==> src/rtl/idli_pkg.sv <==
// Shared types for the idli serial datapath: ALU opcodes, nibble data and
// the accumulator's flag word and state encoding.
package idli_pkg;

  typedef logic [3:0] sqi_data_t;

  typedef enum logic [1:0] {
    ALU_OP_ADD = 2'd0,
    ALU_OP_AND = 2'd1,
    ALU_OP_OR  = 2'd2,
    ALU_OP_XOR = 2'd3
  } alu_op_t;

  // Packed MSB-first so {z,n,c,v} reads naturally as a nibble.
  typedef struct packed {
    logic z;
    logic n;
    logic c;
    logic v;
  } acc_flags_t;

  localparam int ACC_FLAG_Z_IDX = 3;
  localparam int ACC_FLAG_N_IDX = 2;
  localparam int ACC_FLAG_C_IDX = 1;
  localparam int ACC_FLAG_V_IDX = 0;

  localparam int ACC_NIBBLES_DEFAULT = 4;

  typedef enum logic {
    ACC_ST_IDLE = 1'b0,
    ACC_ST_RUN  = 1'b1
  } acc_state_t;

endpackage

==> src/rtl/idli_alu_acc_m.sv <==
// Serial result accumulator: gathers ALU nibbles LSB-first, closes the
// carry loop back to the ALU and publishes the word with Z/N/C/V flags.
module idli_alu_acc_m
  import idli_pkg::*;
#(
  parameter int NIBBLES = ACC_NIBBLES_DEFAULT
) (
  input  logic                   i_acc_gck,
  input  logic                   i_acc_rst_n,
  input  logic                   i_acc_valid,
  input  logic                   i_acc_start,
  input  logic                   i_acc_flush,
  input  alu_op_t                i_acc_op,
  input  logic                   i_acc_cin_init,
  input  sqi_data_t              i_acc_data,
  input  logic                   i_acc_cout,
  input  logic                   i_acc_sign_cin,
  output logic                   o_acc_cin,
  output logic                   o_acc_busy,
  output logic                   o_acc_done,
  output logic [4*NIBBLES-1:0]   o_acc_result,
  output acc_flags_t             o_acc_flags
);

  localparam int W  = 4 * NIBBLES;
  localparam int CW = (NIBBLES > 1) ? $clog2(NIBBLES) : 1;
  localparam logic [CW-1:0] LAST_POS = CW'(NIBBLES - 1);

  acc_state_t     state_q;
  logic [CW-1:0]  cnt_q;
  logic           carry_q;
  logic           zero_q;
  logic [W-1:0]   word_q;
  logic [W-1:0]   result_q;
  acc_flags_t     flags_q;
  logic           done_q;

  logic [CW-1:0]  pos;
  logic [W-1:0]   word_d;
  logic           zero_d;
  acc_flags_t     flags_d;
  logic           accept;
  logic           is_last;

  // A start always restarts at position 0, even mid-operation.
  assign accept = i_acc_valid & (i_acc_start | (state_q == ACC_ST_RUN));

  always_comb begin
    pos    = i_acc_start ? '0 : cnt_q;
    word_d = i_acc_start ? '0 : word_q;
    word_d[4*int'(pos) +: 4] = i_acc_data;
    zero_d  = (i_acc_start ? 1'b1 : zero_q) & (i_acc_data == 4'h0);
    is_last = (pos == LAST_POS);
    flags_d   = '0;
    flags_d.z = zero_d;
    flags_d.n = i_acc_data[3];
    if (i_acc_op == ALU_OP_ADD) begin
      flags_d.c = i_acc_cout;
      flags_d.v = i_acc_cout ^ i_acc_sign_cin;
    end
  end

  always_ff @(posedge i_acc_gck or negedge i_acc_rst_n) begin
    if (!i_acc_rst_n) begin
      state_q  <= ACC_ST_IDLE;
      cnt_q    <= '0;
      carry_q  <= 1'b0;
      zero_q   <= 1'b0;
      word_q   <= '0;
      result_q <= '0;
      flags_q  <= '0;
      done_q   <= 1'b0;
    end else begin
      done_q <= 1'b0;
      if (i_acc_flush) begin
        state_q <= ACC_ST_IDLE;
        cnt_q   <= '0;
        carry_q <= 1'b0;
      end else if (accept) begin
        carry_q <= i_acc_cout;
        word_q  <= word_d;
        zero_q  <= zero_d;
        if (is_last) begin
          state_q  <= ACC_ST_IDLE;
          cnt_q    <= '0;
          result_q <= word_d;
          flags_q  <= flags_d;
          done_q   <= 1'b1;
        end else begin
          state_q <= ACC_ST_RUN;
          cnt_q   <= pos + 1'b1;
        end
      end
    end
  end

  // Combinational so the ALU sees its carry-in in the same cycle.
  assign o_acc_cin    = i_acc_start ? i_acc_cin_init : carry_q;
  assign o_acc_busy   = (state_q == ACC_ST_RUN);
  assign o_acc_done   = done_q;
  assign o_acc_result = result_q;
  assign o_acc_flags  = flags_q;

endmodule
==> config.mk <==
export PLATFORM = sky130hd
export DESIGN_NAME = idli_alu_acc_m
export DESIGN_NICKNAME = d
export VERILOG_FILES = /design/src/rtl/idli_pkg.sv /design/src/rtl/idli_alu_acc_m.sv
export SDC_FILE = /design/constraint.sdc
export NUM_CORES = 1
export LEC_CHECK = 0
export CAP_MARGIN = 0
export CELL_PAD_IN_SITES_DETAIL_PLACEMENT = 0
export CELL_PAD_IN_SITES_GLOBAL_PLACEMENT = 1
export CORE_ASPECT_RATIO = 1.25
export CORE_UTILIZATION = 48
export CTS_BUF_LIST = sky130_fd_sc_hd__clkbuf_8
export CTS_CLUSTER_SIZE = 8
export DETAILED_ROUTE_END_ITERATION = 10
export PLACE_DENSITY_LB_ADDON = 0.12
export SLEW_MARGIN = 0
export SYNTH_ARGS = -nofsm -noshare
export SYNTH_HDL_FRONTEND = slang
export SYNTH_SLANG_ARGS = --single-unit
export TNS_END_PERCENT = 20
==> constraint.sdc <==
create_clock -name i_acc_gck -period 5.25 [get_ports i_acc_gck]
set_input_delay 1.575 -clock i_acc_gck [delete_from_list [all_inputs] [get_ports i_acc_gck]]
set_output_delay 1.575 -clock i_acc_gck [all_outputs]
set_load 0.1 [all_outputs]
==> results.md <==
* Run status: completed
* EDFF count, synth at 0
* Crit-path cells: clkdlybuf4s50_1 -> mux2_2 -> buf_12
* First-pass GRT wire length at 7.58 mm
* DRT antenna net count at 0
* Global-route track usage on met3 at 5.15%
* Port Buf Inserts at 36
* CP endpoint kind: output pin
* Synthesized area at 0.00218 mm^2
* Grt peak-use layer: met2
* Clock buffer count from CTS at 5
* Setup violators final at 0
* VDD IR max at 0.000188 V
* Maxcap violations at 0
* Layout area overhead at 21.2%
* Final Total Pwr at 0.636 mW
* Drt drc at 0
* Aggregate negative setup slack at 0 ns
* WP buf/inv at 2
* Fmax at 238 MHz
* Die height at 77.3 um
* Syn Nets at 181
* Synth async-reset ratio at 100%
* Worst setup SP type: primary input
* Register area share after synthesis at 48.2%
* Met2 Use GR at 34.7%
* GRT met1 Usage at 25.1%
* Synth Flop Type: dfrtp_1
* Hold Crit Class: flop to flop
* Hold EP: word_q[11]
* Cell Rows at 27
* Slew headroom at 33.5%
* Synth top cells by count: dfrtp_1, a32o_1, mux2_4
* Mapped Cells at 161
* # IOs at 37
* Final nets at 215
* Fill count at 370
* Clk pin slew, worst setup/hold paths at 0.08 ns
* Vias at 1,488
* Clock root buffer: clkbuf_8
* Pint at 0.459 mW
* Syn avg cell area at 13.5 um^2
* Synth cell types at 34
* Initial antenna violation count at 0
* Worst r2r dst: o_acc_result[4]
* RR Startpoint: cnt_q[0]
* Most common cell in the netlist: dfrtp_1
* Slowest-stage cell, CP: clkdlybuf4s50_1
* DP HPWL at 3.08 mm
* CP top delay family: buffers and inverters
* Routed WL at 4.59 mm
* Largest cells by area after synthesis: dfrtp_1, a32o_1, mux2_4
* Post-CTS setup repair buffer count at 0
* Clock group share of total power at 32.7%
* Synth top area share at 48.2%
* Die ar. at 0.00482 mm^2
* Total grt overflow at 0
* Vias per cell at 5.86
* Share of layout cells above drive strength 1 at 19.9%
* PD cells at 241 mW/mm^2
* # hold bufs at CTS at 0
* Number of hold violations in the final report at 0
* Clk Latency, worst-skew pair at 0.30 ns
* CORE AREA at 0.00439 mm^2
* CP arrival at 2.63 ns
* R2r setup slk at 2.64 ns
* Min cycle time layout at 4.21 ns
* Hold wc startpoint: word_q[11]
* Worst Path Required at 3.68 ns
* Die W at 62.3 um
* Initial Utilization at 49.6%
* NetSw at 0.177 mW
* Clk buf depth at 2
* CTS tree: done
* RSZ-0062 raised after global routing: false
* R2r worst-path depth at 6
* Clock sink count at 42
* Synth area leader: dfrtp_1
* Synth warn at 0
* Hold path cells at 1
* Vias in the first global route at 1,529
* Logic gate share of total power at 14.0%
* CP peak stage delay at 0.51 ns
* Max H-tree Level at 2
* Number of synthesized register bits at 42
* CP max FO at 3
* Core occupancy in the finished layout at 60.1%
* WL per Instance at 18.1 um
* Sw frac at 27.8%
* GRT Total Usage at 20.7%
* Gpl congestion at 0.788
* Post-CTS sizing at 0
* Max-slew violations at 0
* Largest net degree at the start of global routing at 43
* Diodes inserted at 0
* Crit share post-route at 80.1%
* Critical path type: primary input to output pin
* Sequential share of power at 53.2%
* TritonRoute pass-1 iters at 4
* DRT iter0 DRCs at 79
* Skew final at 0.00824 ns
* LEAKAGE at 1.14 nW
* Worst-margin pin slew at 0.995 ns
-- worst max path at each step --
stage,start,cells after the start,slack (ns),to
3_3_place_gp,i_acc_start,3,1.05,o_acc_cin
4_1_cts,i_acc_start,3,1.04,o_acc_cin
3_5_place_dp,i_acc_start,7,0.95,o_acc_result[4]
5_1_grt,i_acc_start,3,1.01,o_acc_cin
2_1_floorplan,i_acc_start,3,1.29,o_acc_cin
6_report,i_acc_start,3,1.04,o_acc_cin
-- sequential cells by signal (all words and copies together), names as in the netlist --
signal and count:
o_acc_result 16, word_q 16, o_acc_busy 1, carry_q 1
o_acc_done 1, cnt_q 2, zero_q 1, o_acc_flags 4
-- cell families after synthesis --
| kind of cell | Yosys count | share of synthesized area, % |
|---|---|---|
| AOI/OAI and AO/OA | 37 | 16.1 |
| xor gates and xnor gates | 1 | 0.402 |
| adders and majority gates | 6 | 3.44 |
| buffers and inverters | 17 | 4.76 |
| DFF | 42 | 48.2 |
| muxes | 24 | 14.6 |
| and+or+nand+nor | 34 | 12.5 |
-- stage by stage --
step | setup slack [ns] | cells | hold WS [ns] | instance area, um^2
CTS | 1.04 | 254 | 0.497 | 2640
global placement | 1.05 | 246 | 0.473 | 2550
detailed placement | 0.947 | 246 | 0.478 | 2550
finish | 1.04 | 254 | 0.497 | 2640
global route | 1.01 | 254 | 0.513 | 2640
floorplan | 1.29 | 161 | 0.458 | 2180
-- per-layer routing --
layer | routed length [um] | part of all wire (%)
met1 | 1990 | 43
met2 | 2280 | 50
met3 | 214 | 4.7
met4 | 96 | 2.1
met5 | 0 | 0
-- area by class of cell --
class	count	area [um^2]	area share, %
sequential	42	1050	39.8
multi-input combinational	102	1020	38.8
timing repair buffer	38	380	14.4
tap	58	72.6	2.75
clock buffer	5	68.8	2.61
inverter	6	22.5	0.853
clock inverter	3	21.3	0.805
-- power groups by stage --
| stage | registers [mW] | logic, mW | clock network [mW] |
|---|---|---|---|
| 2_1_floorplan | 0.354 | 0.0484 | 0 |
| 3_3_place_gp | 0.344 | 0.0870 | 0 |
| 3_5_place_dp | 0.345 | 0.0891 | 0 |
| 4_1_cts | 0.338 | 0.0894 | 0.215 |
| 5_1_grt | 0.340 | 0.0953 | 0.230 |
| 6_report | 0.339 | 0.0893 | 0.208 |
-- cells in the final DEF, fill, tap and decap left out, types with 2 or more instances in the layout --
cell type        instances
a31oi_1                  4
a32o_1                  28
and2_1                   6
buf_4                    2
clkbuf_8                 5
clkdlybuf4s50_1         34
dfrtp_1                 42
ha_1                     6
inv_1                    6
mux2_2                   3
mux2_4                  15
mux2i_1                  6
nand2b_1                 2
nor2_1                   5
nor2_2                   2
nor2b_1                  2
nor3b_1                  5
or3_1                    3
No activity file was read; power rests on OpenSTA's default activity.
